$ cat src/rtl/mult_seq_residue.sv
// Sequential shift-add unsigned multiplier with an optional mod-3 residue checker.
// One operation runs IDLE -> RUN (WIDTH cycles) -> CHECK -> DONE -> IDLE.
module mult_seq_residue #(
    parameter int unsigned WIDTH         = 4,
    parameter int unsigned RESIDUE_CHECK = 1
) (
    input  logic               clk,
    input  logic               rst_n,
    input  logic               start,
    input  logic [WIDTH-1:0]   a,
    input  logic [WIDTH-1:0]   b,
    input  logic               inject,
    output logic               busy,
    output logic               done,
    output logic [2*WIDTH-1:0] product,
    output logic               fault
);

    localparam int unsigned PW = 2 * WIDTH;
    localparam int unsigned CW = $clog2(WIDTH + 1);

    typedef enum logic [1:0] {StIdle, StRun, StCheck, StDone} state_e;

    state_e          state_q, state_d;
    logic [PW-1:0]   acc_q, acc_d;
    logic [PW-1:0]   mcand_q, mcand_d;
    logic [WIDTH-1:0] mplier_q, mplier_d;
    logic [CW-1:0]   cnt_q, cnt_d;
    logic [PW-1:0]   product_q, product_d;

    logic [PW-1:0]   addend;
    logic [PW-1:0]   run_sum;
    logic [PW-1:0]   run_next;
    logic            first_run;

    assign addend    = mplier_q[0] ? mcand_q : '0;
    assign run_sum   = acc_q + addend;
    // The counter still holds WIDTH only during the first RUN cycle.
    assign first_run = (cnt_q == CW'(WIDTH));
    assign run_next  = {run_sum[PW-1:1], run_sum[0] ^ (inject & first_run)};

    // Next-state and datapath update for the shift-add sequence.
    always_comb begin
        state_d   = state_q;
        acc_d     = acc_q;
        mcand_d   = mcand_q;
        mplier_d  = mplier_q;
        cnt_d     = cnt_q;
        product_d = product_q;
        case (state_q)
            StIdle: begin
                if (start) begin
                    mcand_d  = {{WIDTH{1'b0}}, a};
                    mplier_d = b;
                    acc_d    = '0;
                    cnt_d    = CW'(WIDTH);
                    state_d  = StRun;
                end
            end
            StRun: begin
                acc_d    = run_next;
                mcand_d  = mcand_q << 1;
                mplier_d = mplier_q >> 1;
                cnt_d    = cnt_q - CW'(1);
                if (cnt_q == CW'(1)) begin
                    state_d = StCheck;
                end
            end
            StCheck: begin
                product_d = acc_q;
                state_d   = StDone;
            end
            StDone: begin
                state_d = StIdle;
            end
            default: begin
                state_d = StIdle;
            end
        endcase
    end

    // State and datapath registers.
    always_ff @(posedge clk or negedge rst_n) begin
        if (!rst_n) begin
            state_q   <= StIdle;
            acc_q     <= '0;
            mcand_q   <= '0;
            mplier_q  <= '0;
            cnt_q     <= '0;
            product_q <= '0;
        end else begin
            state_q   <= state_d;
            acc_q     <= acc_d;
            mcand_q   <= mcand_d;
            mplier_q  <= mplier_d;
            cnt_q     <= cnt_d;
            product_q <= product_d;
        end
    end

    assign busy    = (state_q == StRun) || (state_q == StCheck);
    assign done    = (state_q == StDone);
    assign product = product_q;

    if (RESIDUE_CHECK != 0) begin : g_residue
        logic [1:0] re_q, re_d;
        logic       fault_q, fault_d;
        logic [1:0] ra, rb, re_new, acc_res;
        logic [3:0] rr;

        // Bit-serial mod-3 reduction, MSB first: r = (2r + bit) mod 3.
        function automatic logic [1:0] mod3(input logic [PW-1:0] v);
            logic [1:0] r;
            r = 2'd0;
            for (int i = PW - 1; i >= 0; i--) begin
                case ({r, v[i]})
                    3'b000:  r = 2'd0;
                    3'b001:  r = 2'd1;
                    3'b010:  r = 2'd2;
                    3'b011:  r = 2'd0;
                    3'b100:  r = 2'd1;
                    3'b101:  r = 2'd2;
                    default: r = 2'd0;
                endcase
            end
            return r;
        endfunction

        assign ra      = mod3({{WIDTH{1'b0}}, a});
        assign rb      = mod3({{WIDTH{1'b0}}, b});
        assign rr      = {2'b00, ra} * {2'b00, rb};
        assign re_new  = (rr >= 4'd3) ? 2'(rr - 4'd3) : rr[1:0];
        assign acc_res = mod3(acc_q);

        // Expected residue captured with the operands; verdict taken in CHECK.
        always_comb begin
            re_d    = re_q;
            fault_d = fault_q;
            if (state_q == StIdle && start) begin
                re_d = re_new;
            end
            if (state_q == StCheck) begin
                fault_d = (acc_res != re_q);
            end
        end

        // Residue checker registers.
        always_ff @(posedge clk or negedge rst_n) begin
            if (!rst_n) begin
                re_q    <= 2'd0;
                fault_q <= 1'b0;
            end else begin
                re_q    <= re_d;
                fault_q <= fault_d;
            end
        end

        assign fault = fault_q;
    end else begin : g_no_residue
        assign fault = 1'b0;
    end

endmodule

$ cat config.mk
export PLATFORM = sky130hd
export DESIGN_NAME = mult_seq_residue
export DESIGN_NICKNAME = d
export VERILOG_FILES = /design/src/rtl/mult_seq_residue.sv
export SDC_FILE = /design/constraint.sdc
export NUM_CORES = 1
export LEC_CHECK = 0
export CAP_MARGIN = 20
export CORE_MARGIN = 3
export CORE_UTILIZATION = 62
export CTS_CLUSTER_DIAMETER = 80
export DETAILED_ROUTE_END_ITERATION = 10
export PLACE_DENSITY = 0.87
export SLEW_MARGIN = 20
export SYNTH_ARGS = -nofsm -noshare
export SYNTH_HDL_FRONTEND = slang
export SYNTH_SLANG_ARGS = --single-unit
$ cat constraint.sdc
create_clock -name clk -period 6.9 [get_ports clk]
set_input_delay 0.69 -clock clk [delete_from_list [all_inputs] [get_ports clk]]
set_output_delay 0.69 -clock clk [all_outputs]
set_load 0.1 [all_outputs]
---- Word level (Yosys, flattened, before mapping) ----
Index checks and enable logic that the tools add are counted.
word-level totals
  register bits after elaboration ......... 36
  input port bits ......................... 12
cells by class
  multipliers ............................. 1
  add/sub/neg operators ................... 3
  equal/unequal tests ..................... 60
  reduce and logical (&&, ||, !) cells .... 32
  muxes and demuxes ....................... 29
  bitwise operators ....................... 3
  order comparisons ....................... 1
operators with widths
  kind                   count
  $eq A3 B3 Y1 const B   27
  $pmux W2 S2            14
  $reduce_or A2 Y1       26
  $eq A3 B1 Y1 const B   14
  $eq A3 B2 Y1 const B   13
  $pmux W8 S2            2
  $mux W8                3
  $add A8 B8 Y8          1
  $pmux W2 S4            1
  $pmux W4 S2            1
  $mux W2                3
  $pmux W3 S2            1
  $eq A2 B2 Y1 const B   2
  $ge A4 B2 Y1 const B   1
  $mul A2 B2 Y4          1
  $mux W4                1
  $ne A2 B2 Y1 const B   2
  $reduce_and A2 Y1      2
  $mux W3                1
  $sub A3 B1 Y3 const B  1
  $eq A2 B1 Y1 const B   1
  $logic_not A2 Y1       1
  $mux W1                2
  $ne A2 B2 Y1           1
  7 further kinds        7

---- Longest topological paths before layout ----
Gate-level depths: netlist of the first run.
  depth after elaboration ................. 24
  mapped depth ............................ 11
  mapped depth without buffers ............ 11

---- Worst setup path before layout of the first run ----
OpenSTA, ideal clock, no wires.
  kind .................................... input port to flip-flop
  from .................................... in a[0]
  to ...................................... reg g_residue.re_q[1]
  arrival time ............................ 2101 ps
  setup slack ............................. 4668 ps
  library setup time ...................... 131 ps
  cell stages on the path ................. 11
  path buffers ............................ 0
  path through ............................ xor2_1 > nor2_1 > a211oi_1 > a21oi_1 > nor2_1 > ha_1 > ha_1 > nor2_1 > o21ai_0 > mux2i_1 > o21ai_0
between the ends
  cells in the longest elaborated chain, start to end .. 6
  elaborated cells between the ends (all ways) .. 11
  those cells by class .................... 1 x add/sub; 1 x mul; 1 x order compare; 4 x eq/ne; 2 x mux; 2 x reduce/logical
RTL lines
  item                                                  line  RTL
  start, declared                                       10    input logic [WIDTH-1:0] a,
  $eq A3 B3 Y1 (tied with other cells)                  116   case ({r, v[i]})
  $reduce_or A2 Y1 (no source line)                     -
  $pmux W2 S2 (*)                                       116
  $mul A2 B2 Y4 (*)                                     131   assign rr = {2'b00, ra} * {2'b00, rb};
  $ge A4 B2 Y1 / $sub A2 B2 Y2 (equally long branches)  132   assign re_new = (rr >= 4'd3) ? 2'(rr - 4'd3) : rr[1:0];
  $mux W2 (*)                                           132
  end signal, assigned                                  153   re_q <= re_d;
  end, declared                                         106   logic [1:0] re_q, re_d;
Every way passes the cells marked *; elsewhere a longest branch is shown, timed or not.
A chain may end at the register's enable or synchronous reset.

---- Final worst setup path of the first run ----
  from .................................... reg state_q[0]
  to ...................................... out busy
between the ends
  cells in the longest elaborated chain, start to end .. 2
  elaborated cells between the ends (all ways) .. 3
  those cells by class .................... 2 x eq/ne; 1 x reduce/logical
RTL lines
  item                                                 line  RTL
  start, declared                                      24    state_e state_q, state_d;
  start signal, assigned                               85    state_q <= StIdle;
  start signal, assigned                               92    state_q <= state_d;
  $eq A2 B1 Y1 / $eq A2 B2 Y1 (equally long branches)  101   assign busy = (state_q == StRun) || (state_q == StCheck);
  $logic_or A1 B1 Y1 (*)                               101
  end, declared                                        13    output logic busy,
Marked as above.

==> results.txt, run 1 <==
- The flow ran to the end, and the final reports show no timing, DRC or antenna violations.
- In the finished design, the share of the clock period the worst path needs comes to 0.421.
* Worst path arrival time: 2.21 ns
- The first detailed-routing pass ran for 4 iterations.
- Area of the core region: between 3000 and 4000 um2
- The clock net in this run drives a total of 36 sinks.
- Class of the most critical hold timing path: reg2reg
* Post-CTS setup buffer count: 0
- Top cells by area, synth: sky130_fd_sc_hd__dfrtp_1, sky130_fd_sc_hd__ha_1, sky130_fd_sc_hd__o21ai_0, sky130_fd_sc_hd__nand2_1, sky130_fd_sc_hd__mux2_2
* Max-cap violation count: 0
- Synth Cell Area: around 2400 um2
* Bufs on Longest Clock Path: 2
- Yosys mapped a number of flops with a built-in enable equal to 0.
- The startpoint identified for the worst register-to-register timing path is mplier_q[0].
- Counting buffers and inverters, the worst setup path is 3 cells deep.
- For this run, the leading register cell type out of synthesis is sky130_fd_sc_hd__dfrtp_1.
- Endpoint of the worst register-to-register path: acc_q[6]
- For this run, design rule violations remaining after detail routing come to 0.
* Yosys synthesis warning count: 0
* Transition time at the pin with the least slew margin: 0.966 ns
- Summed over all layers, the global routing overflow is 0.
- 23 I/O pins were placed.
- The die is just under 70 um tall.
- In this run, synthesis produced a sequential element count of 36.
- Proportion of register bits with asynchronous set or reset after synthesis: 1.00
- Root cell of the clock tree: sky130_fd_sc_hd__clkbuf_8
- Critical path required time: roughly 6.2 ns
- At the end of routability-driven placement, the weighted congestion stood at approximately 0.84.
* Total via count in the routed design: between 1500 and 2000
* Global routing usage on met1: 0.311
- In this run the worst path has a maximum fanout of 4.
* Top-count cell post-synth: sky130_fd_sc_hd__dfrtp_1
- Number of buffer and inverter stages on the critical path: 2
- In this run, the number of DRC markers left after iteration 0 of detailed routing was 159.
- In the final layout, the share of cells above drive strength 1 is 0.0664.
* Die Span X: 68.7 um
* Instance area at placement: about 2700 um2
* Cell-by-cell trace of the critical path: inv_1 -> ha_1 -> clkdlybuf4s50_1
* Wire length reported by the detailed router: around 4800 um
- Summed over all instances, the cell type with the most area after synthesis is sky130_fd_sc_hd__dfrtp_1.
- Power per cell area: around 480 nW/um2
- The worst hold path was traced through 2 stages.
- TritonCTS clock tree: built
- Setup Skew: roughly 0.0076 ns
- Kind of start point of the critical path: flip-flop
* IO buf count: 22
* Max Slew Vio Count: 0
- By count the netlist is led by sky130_fd_sc_hd__dfrtp_1, sky130_fd_sc_hd__o21ai_0, sky130_fd_sc_hd__nand2_1.
- Endpoint kind of the worst setup timing path: output pin
- Layout Cell Area excl Fill: 2760 um2
* HPWL after DPL: around 3400 um
* Largest vdd supply drop: ~0.00023 V
- Antenna Violating Nets Remaining: 0
- Counting the buffers created by CTS gives 5.
- Largest stage delay on the critical path: between 1 and 1.5 ns
- After layout, the minimum clock period comes to between 2 and 3 ns.
* Net total in the final layout: ~320
* Vias in the first global route: 1899
- FF-to-FF setup slack: around 4.6 ns
- Unrepaired setup endpoints after global routing: no
* Library cell contributing the largest single delay on the critical path: sky130_fd_sc_hd__clkdlybuf4s50_1
- Synthesis produced a netlist whose cell count is approximately 270.
- The worst hold path begins at mplier_q[1].
- Prior to clock tree synthesis, the placed netlist has a worst setup slack of around 3.9 ns.
* Clock-pin slew on the worst setup and hold paths: about 0.070 ns
- Counting every net in the synthesized netlist gives 296.
* DR vias/cell: around 6
- Of the post-synthesis cell area, the dominant cell type holds 0.370.
- Number of standard-cell rows in the floorplan: 22
- Entering global routing, the biggest net connects 37 pins.
* Critical path class: reg2out
* Mean instance size in the synthesized netlist: between 9 and 10 um2
- Initial antenna violation count: 0
* Number of different library cells in the post-synthesis netlist: 47
- Highest clock rate: approximately 0.34 GHz
- Antenna cell count: 0
- For met2 alone, demand over resource in global routing was 0.369.
- Initial cell density of the core: 0.655
- Post-Route Setup TNS: 0 ns
- GRT Total Usage: 0.227
* Final count of hold timing violations: 0
* Final core utilization: 0.742
* Path depth of the worst reg2reg path: 9
- End point of the worst hold path: mplier_q[1]
* Global-route wire length before repair: approximately 8200 um
- Category of cells accounting for the largest share of critical-path delay: buffers and inverters
- Sequential fraction of the synthesis area: 0.370
- Die Outline Area: 4710 um2
- After clock tree synthesis, the flow added hold-fix buffers numbering 0.
- For the worst-skew pair, the clock arrives at the later sink with an insertion delay of between 0.2 and 0.3 ns.
- After layout, the worst setup slack is ~4 ns.
- Setup violation total in the final timing report: 0
* Remaining max-slew budget at the tightest pin: 0.354
- Syn-to-layout area delta: 13.3%
- Once the clock tree was built, the resizer swapped 0 gates to a different size.
* Htree depth: 2
* Routed length per placed instance: roughly 14 um
- Met3 capacity usage during global routing: 0.0438
- Leak: 1.26 nW
- Most used routing layer: met2
==> cell families (layout without fill, tap and decap cells) <==
family,after synthesis,after routing,share of synthesized area
buf+inv,25,44,0.0478
mux,13,13,0.0576
flops,36,36,0.370
xor+xnor,13,13,0.0468
fa+ha+maj,17,17,0.0904
simple gates,80,80,0.175
compound gates,83,83,0.212
==> per-stage QoR <==
stage               instances  power, mW  hold WS, ns
floorplan                 267       1.01        0.394
global placement          327       1.15        0.468
detailed placement        327       1.17        0.484
CTS                       334       1.33        0.500
global route              334       1.43        0.524
finish                    334       1.33        0.499
==> sequential cells by signal (all words and copies together) (netlist names) <==
name / flops
acc_q: 8
product: 8
g_residue.re_q: 2
fault: 1
mplier_q: 4
mcand_q: 8
cnt_q: 3
state_q: 2
==> cell type report <==
class                           instances  area, um2
Inverter                               13       48.8
Clock buffer                            7       96.3
Multi-Input combinational cell        206       1420
Fill cell                             280        957
Timing Repair Buffer                   24        235
Sequential cell                        36        901
Tap cell                               48       60.1
==> cells in the final DEF, fill, tap and decap left out, types with 7 or more instances in the layout <==
cell and instances:
sky130_fd_sc_hd__inv_1 13, sky130_fd_sc_hd__o211ai_1 7, sky130_fd_sc_hd__a21oi_1 15, sky130_fd_sc_hd__clkbuf_8 7
sky130_fd_sc_hd__xnor2_1 7, sky130_fd_sc_hd__mux2_2 8, sky130_fd_sc_hd__and2_1 8, sky130_fd_sc_hd__ha_1 16
sky130_fd_sc_hd__nand2_1 26, sky130_fd_sc_hd__dfrtp_1 36, sky130_fd_sc_hd__clkdlybuf4s50_1 22, sky130_fd_sc_hd__nor2_1 12
sky130_fd_sc_hd__o21ai_0 29, sky130_fd_sc_hd__a21o_1 7
==> power by group <==
part | internal (mW) | leakage [nW] | switching, mW
clock network | 0.0889 | 0.0503 | 0.0716
registers | 0.298 | 0.462 | 0.0955
logic | 0.273 | 0.745 | 0.506
total | 0.660 | 1.26 | 0.673
==> per-layer routing <==
metal / wire length (um) / part of all wire
met5: 0 / 0
met4: 40 / 0.0084
met3: 146 / 0.031
met2: 2250 / 0.47
met1: 2320 / 0.49
==> worst max path at each step <==
stage / start / end / slack [ns]
finish: state_q[0] / busy / 4.00
global route: state_q[0] / busy / 3.93
CTS: state_q[0] / busy / 4.00
detailed placement: a[2] / g_residue.re_q[0] / 3.89
global placement: a[2] / g_residue.re_q[1] / 4.01
floorplan: a[0] / g_residue.re_q[1] / 4.67
==> worst min-delay path, cell delays in order, from the launching register on <==
cell and delay, ns:
sky130_fd_sc_hd__dfrtp_1 0.34, sky130_fd_sc_hd__nand2_1 0.05, sky130_fd_sc_hd__o21ai_0 0.07
Power figures use the tool's default switching activity.
==> run 2, diff against run 1 <==
--- a/config.mk
+++ b/config.mk
@@ -7,10 +7,10 @@
 export LEC_CHECK = 0
 export CAP_MARGIN = 20
 export CORE_MARGIN = 3
-export CORE_UTILIZATION = 62
+export CORE_UTILIZATION = 57
 export CTS_CLUSTER_DIAMETER = 80
 export DETAILED_ROUTE_END_ITERATION = 10
-export PLACE_DENSITY = 0.87
+export PLACE_DENSITY = 0.81
 export SLEW_MARGIN = 20
 export SYNTH_ARGS = -nofsm -noshare
 export SYNTH_HDL_FRONTEND = slang
==> constraint.sdc (replaced) <==
create_clock -name clk -period 2.9 [get_ports clk]
set_input_delay 0.29 -clock clk [delete_from_list [all_inputs] [get_ports clk]]
set_output_delay 0.29 -clock clk [all_outputs]
set_load 0.1 [all_outputs]
==> results.txt, run 2 (synthesized netlist as in run 1, its figures left out) <==
- Register share of total power: 0.302
- Critical path class: reg2reg
* Setup violation total in the final timing report: 0
- Design internal power: about 1.5 mW
- Maximum fanout along the worst path: 9
- Post-Route Setup TNS: 0 ns
- VDD sags by at most 0.000604 V.
* HPWL after DPL: 3440 um
- The first detailed-routing pass took 4 iterations.
- Combined area of the multi-input logic cells: 1420 um2
- Setup Skew: 0.00355 ns
- Once routing completed, OpenROAD measured the worst setup slack at approximately 0.57 ns.
- Final count of hold timing violations: 0
- Critical path required time: roughly 3.1 ns
* Highest clock rate: 0.430 GHz
* Number of remaining DRC errors: 0
- In this run the power density over the cells is 1130 nW/um2.
* Status: complete, no violations
* Tmin final: 2.33 ns
- Worst setup slack after placement: 0.321 ns
* Final core utilization: 0.671
- The later pin in the worst-skew pair is clocked with a latency of 0.28 ns.
- Net total in the final layout: around 320
* Class of the most critical hold timing path: in2async
- Sw Pwr: roughly 1.6 mW
- The area growth from synthesis to layout is 11.8%.
* Antenna cell count: 0
- Once detail routing completed, the nets flagged for antenna violations numbered 0.
- Hold buffers post-CTS: 0
- Global routing finished with a remaining overflow of 0.
- Initial cell density of the core: 0.600
* Kind of start point of the critical path: flip-flop
- Clock-pin slew on the worst setup and hold paths: approximately 0.07 ns
- Area of the core region: 4060 um2
- The routed design has around 4700 um of wire.
* Count of fill cells added during filler insertion: ~330
- STA classifies the critical path endpoint as a flip-flop.
* Unrepaired setup endpoints after global routing: no
* Total via count in the routed design: roughly 2000
* Root cell of the clock tree: sky130_fd_sc_hd__clkbuf_8
- Initial detailed-routing violation count: between 100 and 150
- Of the total power, the share spent switching nets is 0.512.
- FF-to-FF setup slack: 0.57 ns
- The library cells used most frequently in the layout, excluding fill and tap cells, are sky130_fd_sc_hd__dfrtp_1, sky130_fd_sc_hd__o21ai_0, sky130_fd_sc_hd__nand2_1.
- The number of setup buffers added after CTS is 0.
* Number of clock buffers inserted by TritonCTS: 5
- GRT Total Usage: 0.202
- Global-route wire length before repair: ~8400 um
- The analysis attributes to cell leakage a power of roughly 1.3 nW.
- Entering global routing, the biggest net connects 37 pins.
- Path depth of the worst reg2reg path: 9
- The floorplan step set the die height to ~71 um.
- Combinational fraction of design power: 0.591
- Relative contribution of the clock network to total power: 0.107
- TritonCTS clock tree: built
- After detailed routing, the average wire length per cell comes to approximately 14 um.
- For the pin with the worst max-slew slack, the measured transition is slightly above 0.5 ns.
- Using the TritonRoute via totals, the vias-per-cell ratio works out to 5.81.
- Across the run, the number of max-cap violations was 0.
* Final worst path period share: 0.802
* Most common cell after layout, fill and taps aside: sky130_fd_sc_hd__dfrtp_1
* Boundary pin count: 23
- Bufs on Longest Clock Path: 2
- Hold timing on the final database bottoms out at a slack of 0.415 ns.
* RePlAce Congestion: about 0.84
- IO buf count: 22
- Row generation in the floorplan step produced 23 rows.
* Max Slew Vio Count: 0
- Number of gates resized after CTS: 0
- Remaining max-slew budget at the tightest pin: 0.655
* Initial antenna violation count: 0
- Number of clock sinks: 36
* Total area of sequential cells: roughly 900 um2
* Vias in the first global route: roughly 1900
- Htree depth: 2
- For the worst setup path, the data arrival time is between 2 and 2.5 ns.
* Fraction of final layout cells sized beyond drive strength 1: 0.105
- Die Span X: roughly 70 um
- The floorplan step defined a die boundary enclosing roughly 5100 um2.
- The completed layout was analyzed and its total power is between 3 and 4 mW.
-- run 2: layer usage --
| layer | GRT usage | vias to the layer above | share of wire |
|---|---|---|---|
| li1 | - | 995 | - |
| met1 | 0.282 | 925 | 0.48 |
| met2 | 0.319 | 30 | 0.47 |
| met3 | 0.0351 | 8 | 0.044 |
| met4 | 0.0668 | 0 | 0.013 |
| met5 | 0 | - | 0 |
-- run 2: power groups by stage --
| stage | clock (mW) | combinational [mW] | sequential [mW] |
|---|---|---|---|
| 6_report | 0.330 | 1.83 | 0.934 |
| 2_1_floorplan | 0 | 1.22 | 1.20 |
| 3_5_place_dp | 0 | 1.83 | 0.943 |
| 3_3_place_gp | 0 | 1.79 | 0.932 |
| 5_1_grt | 0.361 | 2.02 | 0.972 |
| 4_1_cts | 0.344 | 1.84 | 0.933 |
-- run 2: final cells by class --
| class | count | area share |
|---|---|---|
| clock buffers | 6 | 0.0267 |
| clock inverters | 1 | 0.00184 |
| inverters | 13 | 0.0179 |
| multi-input cells | 206 | 0.521 |
| flip-flops and latches | 36 | 0.331 |
| well taps | 50 | 0.0230 |
| repair buffers | 25 | 0.0790 |
-- run 2: final timing paths --
check                             from          to
setup / recovery           mplier_q[0]    acc_q[6]
setup reg to reg           mplier_q[0]    acc_q[6]
hold reg to reg               cnt_q[1]    cnt_q[1]
hold / removal                   rst_n  product[4]
min in group clk              cnt_q[1]    cnt_q[1]
max in group asynchronous        rst_n  mcand_q[5]
-- run 2: stage by stage --
| step | cells | area (um2) |
|---|---|---|
| final | 337 | 2720 |
| after global routing | 337 | 2720 |
| after CTS | 337 | 2720 |
| after detailed placement | 330 | 2650 |
| after global placement | 330 | 2650 |
| after floorplan | 267 | 2430 |
-- run 2: critical path: stages (launching register included) --
cell and delay [ns]:
sky130_fd_sc_hd__dfrtp_1 0.45, sky130_fd_sc_hd__and2_1 0.19, sky130_fd_sc_hd__ha_1 0.20, sky130_fd_sc_hd__fa_1 0.40, sky130_fd_sc_hd__a21o_1 0.17, sky130_fd_sc_hd__a21o_1 0.20, sky130_fd_sc_hd__a21o_1 0.18, sky130_fd_sc_hd__a21oi_1 0.18
sky130_fd_sc_hd__xor2_1 0.15, sky130_fd_sc_hd__o21ai_0 0.09
==> run 3, diff against run 2 <==
==> constraint.sdc (replaced) <==
create_clock -name clk -period 2.3 [get_ports clk]
set_input_delay 0.23 -clock clk [delete_from_list [all_inputs] [get_ports clk]]
set_output_delay 0.23 -clock clk [all_outputs]
set_load 0.1 [all_outputs]
==> results.txt, run 3 (synthesized netlist as in run 1, its figures left out) <==
- The flow ran to the end, and the final reports show no timing, DRC or antenna violations.
- Die Span X: ~71 um
* IO buf count: 22
- For the worst flop-to-flop path, the logic depth is 7.
* Worst path arrival time: around 2.3 ns
- Total via count in the routed design: roughly 2000
- R2r startpoint: acc_q[2]
* Syn-to-layout area delta: 17.5%
- The congestion estimate from routability-driven global placement came to 0.807.
* End of the critical path: fault
- Setup violation total in the final timing report: 0
- Buffers added to address setup during post-CTS repair amount to 0.
* Total area of sequential cells: ~900 um2
- Die Outline Area: between 5000 and 6000 um2
- Class of the most critical hold timing path: in2async
- The initial antenna violation count is 0.
- GRT Total Usage: 0.211
* Final worst path period share: 0.944
* Instance area at placement: about 2700 um2
* Initial cell density of the core: 0.600
* Endpoint kind of the worst setup timing path: flip-flop
* Power per cell area: around 1400 nW/um2
* Clock latency at the later pin of the worst-skew pair: 0.28 ns
- Max-cap violation count: 0
- Most frequent cells in the layout: sky130_fd_sc_hd__dfrtp_1, sky130_fd_sc_hd__buf_4, sky130_fd_sc_hd__nand2_1
* Number of remaining DRC errors: 0
- Hold repair after CTS inserted 0 buffers.
- Vias in the first global route: between 1500 and 2000
* Transition time at the pin with the least slew margin: ~0.53 ns
- TritonCTS clock tree: built
- Post-Route Setup TNS: 0 ns
- Library cell contributing the largest single delay on the critical path: sky130_fd_sc_hd__or4b_1
- The clock arrives with approximately 0.0055 ns of skew.
* CP startpoint: acc_q[2]
- Tightest hold margin: approximately 0.37 ns
- Based on the critical path, the design can be clocked at up to 0.460 GHz.
- Maximum number of pins on one net before global-route repair: 37
- Boundary pin count: 23
- Global-route wire length before repair: roughly 8600 um
* Maximum fanout along the worst path: 10
- For the finished layout, the period the worst path requires is between 2 and 2.5 ns.
- Measured against its own limit, the worst slew margin works out to 0.644.
- Most common cell after layout, fill and taps aside: sky130_fd_sc_hd__dfrtp_1
- Layout Cell Area excl Fill: around 2900 um2
- Largest stage delay on the critical path: ~0.54 ns
* Placed Instances: 343
- Number of clock buffers inserted by TritonCTS: 5
* Final standard cell count with taps included and fillers excluded: between 300 and 400
* Kind of start point of the critical path: flip-flop
- For this design the static power due to leakage is approximately 1.3 nW.
- Y dimension of the die: 71.4 um
- Cell-by-cell trace of the critical path: or4b_1 -> mux2i_1 -> o22ai_1 -> and3_1 -> o221a_1 -> a21oi_1 -> o21ai_1
- In the routed layout, each cell is associated on average with a via count of between 5 and 6.
- Largest vdd supply drop: 0.000704 V
- The filler cells instantiated in the layout total 312.
- At the worst endpoint, the required time is roughly 2.5 ns.
* Htree depth: 2
* Wire length reported by the detailed router: 4960 um
* HPWL after DPL: about 3600 um
- The first TritonRoute pass finished after 4 iterations.
- Fraction of final layout cells sized beyond drive strength 1: 0.169
- Clock-pin slew was measured on the worst setup and hold paths at approximately 0.070 ns.
- Measured on the finished design, the core utilization comes to 0.705.
- Antenna Violating Nets Remaining: 0
- Critical path class: reg2reg
* Unrepaired setup endpoints after global routing: no
- Endpoint of the worst register-to-register path: fault
- Final count of hold timing violations: 0
- Initial detailed-routing violation count: 157
* Net total in the final layout: approximately 330
* Root cell of the clock tree: sky130_fd_sc_hd__clkbuf_8
* Antenna cell count: 0
- In this run the deepest clock path goes through 2 buffers.
- The total overflow left after global routing is 0.
- The number of max-slew violations in the final report is 0.
- After floorplanning, the core was sized to cover slightly above 4000 um2.
- Combined area of the multi-input logic cells: ~1400 um2
* Number of standard-cell rows in the floorplan: 23
- CTS saw 36 sinks.
- FF-to-FF setup slack: approximately 0.13 ns
* Routed length per placed instance: 14.1 um
==> run 3: through the flow <==
step           total power [mW]  setup slack (ns)
2_1_floorplan              3.04             0.133
5_1_grt                    4.36           0.00616
3_5_place_dp               3.57            -0.171
3_3_place_gp               3.51            -0.103
6_report                   4.06             0.128
4_1_cts                    4.04            0.0562
==> run 3: where the power goes <==
part	leakage, nW	switching [mW]	internal, mW
logic	0.831	1.60	0.874
clock network	0.0455	0.210	0.244
registers	0.460	0.235	0.897
==> run 3: worst min-delay path by stage <==
stage | slack (ns) | depth (start not counted) | startpoint | endpoint
after floorplan | -0.07 | 0 | rst_n | acc_q[0]
after detailed placement | 0.47 | 2 | cnt_q[1] | cnt_q[1]
after global routing | 0.39 | 2 | rst_n | acc_q[4]
final | 0.37 | 2 | rst_n | mcand_q[3]
after CTS | 0.37 | 2 | rst_n | product[3]
after global placement | 0.47 | 2 | cnt_q[1] | cnt_q[1]
==> run 3: area by class of cell <==
type                            instances  area share
Clock buffer                            8      0.0315
Inverter                               13      0.0171
Multi-Input combinational cell        206       0.505
Sequential cell                        36       0.315
Tap cell                               50      0.0219
Timing Repair Buffer                   38       0.109
==> run 3: per-layer routing <==
layer / vias to the layer above / routed length [um] / global-route usage
li1: 1025 / - / -
met1: 979 / 2400 / 0.295
met2: 34 / 2310 / 0.329
met3: 7 / 174 / 0.0351
met4: 0 / 75 / 0.0793
met5: - / 0 / 0
==> run 3: timing repair <==
item	in CTS	in global routing
setup endpoints to repair	0	5
hold endpoints to repair	0	0
resized for setup	0	13
==> run 3: critical path: cells and delay by family, from the launching register on <==
family             cells  cell delay [ns]
and+or+nand+nor        2             0.76
AOI/OAI and AO/OA      4             0.63
DFF                    1             0.46
muxes                  1             0.21
==> variant 1, RTL diff (config.mk and constraints of run 3) <==
The parameter `WIDTH` goes from 4 to 8.
--- a/src/rtl/mult_seq_residue.sv
+++ b/src/rtl/mult_seq_residue.sv
@@ -1,7 +1,7 @@
 // Sequential shift-add unsigned multiplier with an optional mod-3 residue checker.
 // One operation runs IDLE -> RUN (WIDTH cycles) -> CHECK -> DONE -> IDLE.
 module mult_seq_residue #(
-    parameter int unsigned WIDTH         = 4,
+    parameter int unsigned WIDTH         = 8,
     parameter int unsigned RESIDUE_CHECK = 1
 ) (
     input  logic               clk,
Interface: changed (resized a, b and product); port bits go from 23 to 39. The function was not compared with the original's and may differ.
==> variant 1 against run 3 <==
  * The run now ends with negative setup slack left
  * Final area grew to 2.5 times the old value
  * Synthesized area grew 110%
  * Power grew to 2.7 times the old value
  * Setup slack lost 1.3 ns
  * Non-clock buffer count grew 148
  * First-iteration DRC count grew 110%
  * Sequential cell count grew 29
  * Sequential share of layout area shrank 9.1 points
  * Sequential power grew 79%
  * Critical endpoint unchanged
  * Via count grew to 2.6 times the old value
  * Count of clock-buffer cells in the layout grew 4
  * Routed wire length grew to 3.1 times the old value
  * Critical path depth grew 7
==> variant 1: results (changes against run 3) <==
The post-layout total power came out at 11.1 mW (+170%). The final net count came out at 781 (+140%). The largest stage delay on the critical path is 0.41 ns (-0.13 ns).

By count the netlist is led by 65 x sky130_fd_sc_hd__dfrtp_1, 58 x sky130_fd_sc_hd__o21ai_0, 52 x sky130_fd_sc_hd__nand2_1. The tools report the routability-driven placement congestion ratio as 0.907 (+12%). For the sequential power share, the log shows 18.3% (-9.6 points). For the total routing usage reported by global routing, the log shows 29.1% (+8.0 points). The run gives 11 (+11) as the count of endpoints failing setup in the final report. The placed instance area was 6510 µm² (+140%). The cell type group with the largest total delay on the critical path is compound AO/OA/AOI/OAI gates. The largest individual stage delay along the critical path comes from the cell sky130_fd_sc_hd__dfrtp_2. The clock network power share came out at 7.6% (-3.6 points). The run finished, with violations left.

The final reports fail on negative setup slack. The worst-path maximum fanout works out to 6 (-4). The post-synthesis share of cell area spent on xor and xnor gates is 4.90% (+0.22 points). The number of global-route vias before repair is 5,135 (+170%).

The worst-case vdd ir drop came out at 0.896 mV (+27%). The worst slack at placement was -1.25 ns (-1.08 ns). For the clock insertion delay at the later pin of the skew report, the log shows 0.35 ns (+0.07 ns). The run gives 3.75 ns (+1.41 ns) as the endpoint arrival time on the critical path. By area the synthesized netlist is led by sky130_fd_sc_hd__dfrtp_1 32%, sky130_fd_sc_hd__mux2i_1 5.6%, sky130_fd_sc_hd__o21ai_0 5.6%, sky130_fd_sc_hd__ha_1 5.6%, sky130_fd_sc_hd__mux2_2 3.9%. The tools report the wire length of the first global-routing pass as 23,900 µm (+180%).

The clock tree skew after final layout came out at 0.0100 ns (+0.00449 ns). The starting DRC count in detailed routing was 330 (+110%). The routed via count divided by cell count was 6.17 (+6.0%); the worst setup margin was -1.22 ns (-1.35 ns).
-- variant 1: cell count changes in the layout (fill, tap and decap cells not counted), sizes merged, moves of 13 or more --
cell,change
buf,+147
dfrtp,+29
mux2i,+24
nand2,+27
nor3,+13
o21ai,+28
xnor2,+13
-- variant 1: area by class of cell --
cell class,instances,area [µm²]
Clock buffer,12,135
Fill cell,473,1480
Tap cell,108,135
Multi-Input combinational cell,451,3800
Clock inverter,4,20.0
Timing Repair Buffer,186,1470
Inverter,24,90.1
Sequential cell,65,1630
-- variant 1: layer usage --
| layer | part of all wire (%) | global-route usage, % | up-vias |
|---|---|---|---|
| met5 | 0 | 0 | - |
| met4 | 3.8 | 12.3 | 0 |
| met3 | 5.4 | 5.44 | 57 |
| met2 | 51 | 51.1 | 213 |
| met1 | 40 | 34.9 | 2556 |
| li1 | - | - | 2422 |
-- variant 1: repair_timing --
item	in CTS	in global routing
pin swaps	37	30
hold buffers	0	0
resized for setup	99	32
setup endpoints to repair	11	12
buffers inserted	28	12
==> variant 2, RTL diff (settings of run 3) <==
Made on the original files. Take the reset off `product_q` and load it in a clocked block of its own.
--- a/src/rtl/mult_seq_residue.sv
+++ b/src/rtl/mult_seq_residue.sv
@@ -87,15 +87,17 @@
             mcand_q   <= '0;
             mplier_q  <= '0;
             cnt_q     <= '0;
-            product_q <= '0;
         end else begin
             state_q   <= state_d;
             acc_q     <= acc_d;
             mcand_q   <= mcand_d;
             mplier_q  <= mplier_d;
             cnt_q     <= cnt_d;
-            product_q <= product_d;
         end
+    end
+
+    always_ff @(posedge clk) begin
+        product_q <= product_d;
     end
 
     assign busy    = (state_q == StRun) || (state_q == StCheck);
Formal check against the unedited RTL: differs if rst_n is asserted again (counterexample within 10 cycles, from zero or initial values and one cycle with rst_n low); with rst_n held inactive, the same outputs for 10 cycles.
==> variant 2 against run 3 <==
  * Setup slack worse by 0.043 ns
  * Synthesized area decreased by 2.2%
  * Global-route usage up 1.6 points
  * Routed wire length is 7.0% higher
  * Final area fell by 0.52%
  * Critical endpoint is now acc_q[6]
  * Largest cell class unchanged
  * Non-clock buffer count increased by 4
  * Core utilization grew 3.3 points
  * Largest power group unchanged
  * Sequential cell count is the same
  * Power is 0.50% higher
==> variant 2: results (changes against run 3) <==
The number of search-and-repair iterations in the first detailed-routing pass came out at 4 (unchanged). For the number of global-route vias before repair, the log shows 2,023 (+5.8%). The clock slew seen by the registers of the worst setup and hold paths is 0.07 ns (about the same), and the transition at the pin with the smallest max-transition slack is 0.502 ns (-0.0319 ns).

The logs give 941 µm² (+4.3%) for the area occupied by registers and 0.844 (+4.6%) for the routability-driven placement congestion ratio. The worst slack at placement is -0.145 ns (+0.0265 ns). Starting DRC count in detailed routing: 151 (-3.8%). The tools report the post-synth net total as 286 (-3.4%).

The fraction of layout instances using a drive strength above 1 was 15.2% (-1.8 points); the layout filler cell count was 286 (-8.3%). The number of instances in the synthesized netlist is 257 (-3.7%). The buffer type at the clock tree root was sky130_fd_sc_hd__clkbuf_8. For the post-DP HPWL, the log shows 3900 µm (+8.7%). The tools report the placed instance area as 2730 µm² (-0.55%). Total number of H-tree levels: 2 (unchanged).

The commonest cells after synthesis are 28 x sky130_fd_sc_hd__dfrtp_1, 27 x sky130_fd_sc_hd__o21ai_0, 24 x sky130_fd_sc_hd__nand2_1. The tools report the wire length of the first global-routing pass as 9050 µm (+4.6%). The placed instance count was 337 (-1.7%). The worst-case vdd ir drop is 0.755 mV (+7.3%).

Ranked by total cell area, the synthesized netlist is headed by sky130_fd_sc_hd__dfrtp_1 29%, sky130_fd_sc_hd__edfxtp_1 10%, sky130_fd_sc_hd__ha_1 8.4%, sky130_fd_sc_hd__o21ai_0 5.7%, sky130_fd_sc_hd__nand2_1 3.8%. The number of antenna violations at the first check in global routing came out at 0 (unchanged). The path type of the worst min-delay path was in2async. The logs give 345 (-1.7%) for the non-filler instance count after layout and 325 (-1.2%) for the final net count.

The share of flip-flops with an asynchronous set or reset after synthesis was 77.8% (-22 points). The startpoint-to-endpoint class of the critical path was reg2reg. The worst register-to-register path begins at mplier_q[0]. Master of the slowest instance on the critical path: sky130_fd_sc_hd__dfrtp_1. The worst-path maximum fanout was 3 (-7). The number of buffers on the longest clock path was 2 (unchanged); the count of buffers inserted at the top-level ports was 22 (unchanged). The number of antenna diodes is 0 (unchanged). Among cell families on the critical path, the largest total delay comes from compound AO/OA/AOI/OAI gates. The tools report the clock insertion delay at the later pin of the skew report as 0.29 ns. The total routing usage reported by global routing was 22.7% (+1.6 points); the maximum number of pins on one net before global-route repair was 29 (-22%). For the clock tree skew after final layout, the log shows 0.00699 ns (+0.00148 ns). The logs give 0 (unchanged) for the number of warnings printed during yosys synthesis and 5 (unchanged) for the total clock buffers created by CTS. The mean routed wirelength per cell was 15.4 µm (+8.9%); the unique cell type count in the Yosys netlist was 45 (-4.3%).

The sequential fraction of the synthesis area came out at 39.5% (+2.5 points). The flow ran to the end, and the final reports show no timing, DRC or antenna violations. The tools report the buffer count from post-CTS setup fixing as 0 (unchanged). The leakage power figure came out at 1.32 nW (-1.3%). Via count: 2,073 (+1.4%). The largest stage delay on the critical path is 0.40 ns (-0.14 ns), and the endpoint arrival time on the critical path is 2.39 ns (+0.05 ns).

The number of enable flip-flop cells after synthesis came out at 8 (+8).
==> variant 2: what timing repair did <==
action / 4_1_cts / 5_1_grt
gates resized for setup: 0 / 11
hold buffers: 0 / 0
endpoints found under the setup margin: 0 / 5
==> variant 2: where the power goes <==
part | internal, mW | total, mW | switching, mW
clock network | 0.244 | 0.460 | 0.216
registers | 0.941 | 1.15 | 0.207
logic | 0.869 | 2.47 | 1.60
total | 2.05 | 4.08 | 2.02
==> variant 2: cells by family after synthesis <==
family	count (synthesis)	share of synthesized area, %
xor+xnor	13	4.78
flops	36	39.5
fa+ha+maj	17	9.25
simple gates	79	18.1
mux	5	2.10
buf+inv	23	4.41
compound gates	84	21.9
==> variant 2: final timing paths <==
| kind | end | slack, ns | depth (start not counted) |
|---|---|---|---|
| hold / removal | acc_q[7] | 0.31 | 2 |
| min in group clk | mcand_q[2] | 0.40 | 3 |
| hold reg to reg | mplier_q[1] | 0.48 | 2 |
| setup reg to reg | acc_q[6] | 0.09 | 9 |
| max in group asynchronous | acc_q[1] | 1.72 | 2 |
| setup / recovery | acc_q[6] | 0.09 | 9 |
==> variant 2: final cells by class <==
type | instances | share of cell area (%)
Sequential cell | 36 | 33.1
Multi-Input combinational cell | 198 | 47.6
Tap cell | 48 | 2.11
Inverter | 13 | 1.71
Clock buffer | 8 | 3.16
Timing Repair Buffer | 42 | 12.4
==> variant 2: routing by layer <==
| layer | routed length, µm | track usage (%) | vias up |
|---|---|---|---|
| met1 | 2340 | 27.8 | 1004 |
| met3 | 237 | 4.97 | 14 |
| li1 | - | - | 1004 |
| met5 | 0 | 0 | - |
| met4 | 125 | 8.35 | 0 |
| met2 | 2610 | 39.2 | 51 |
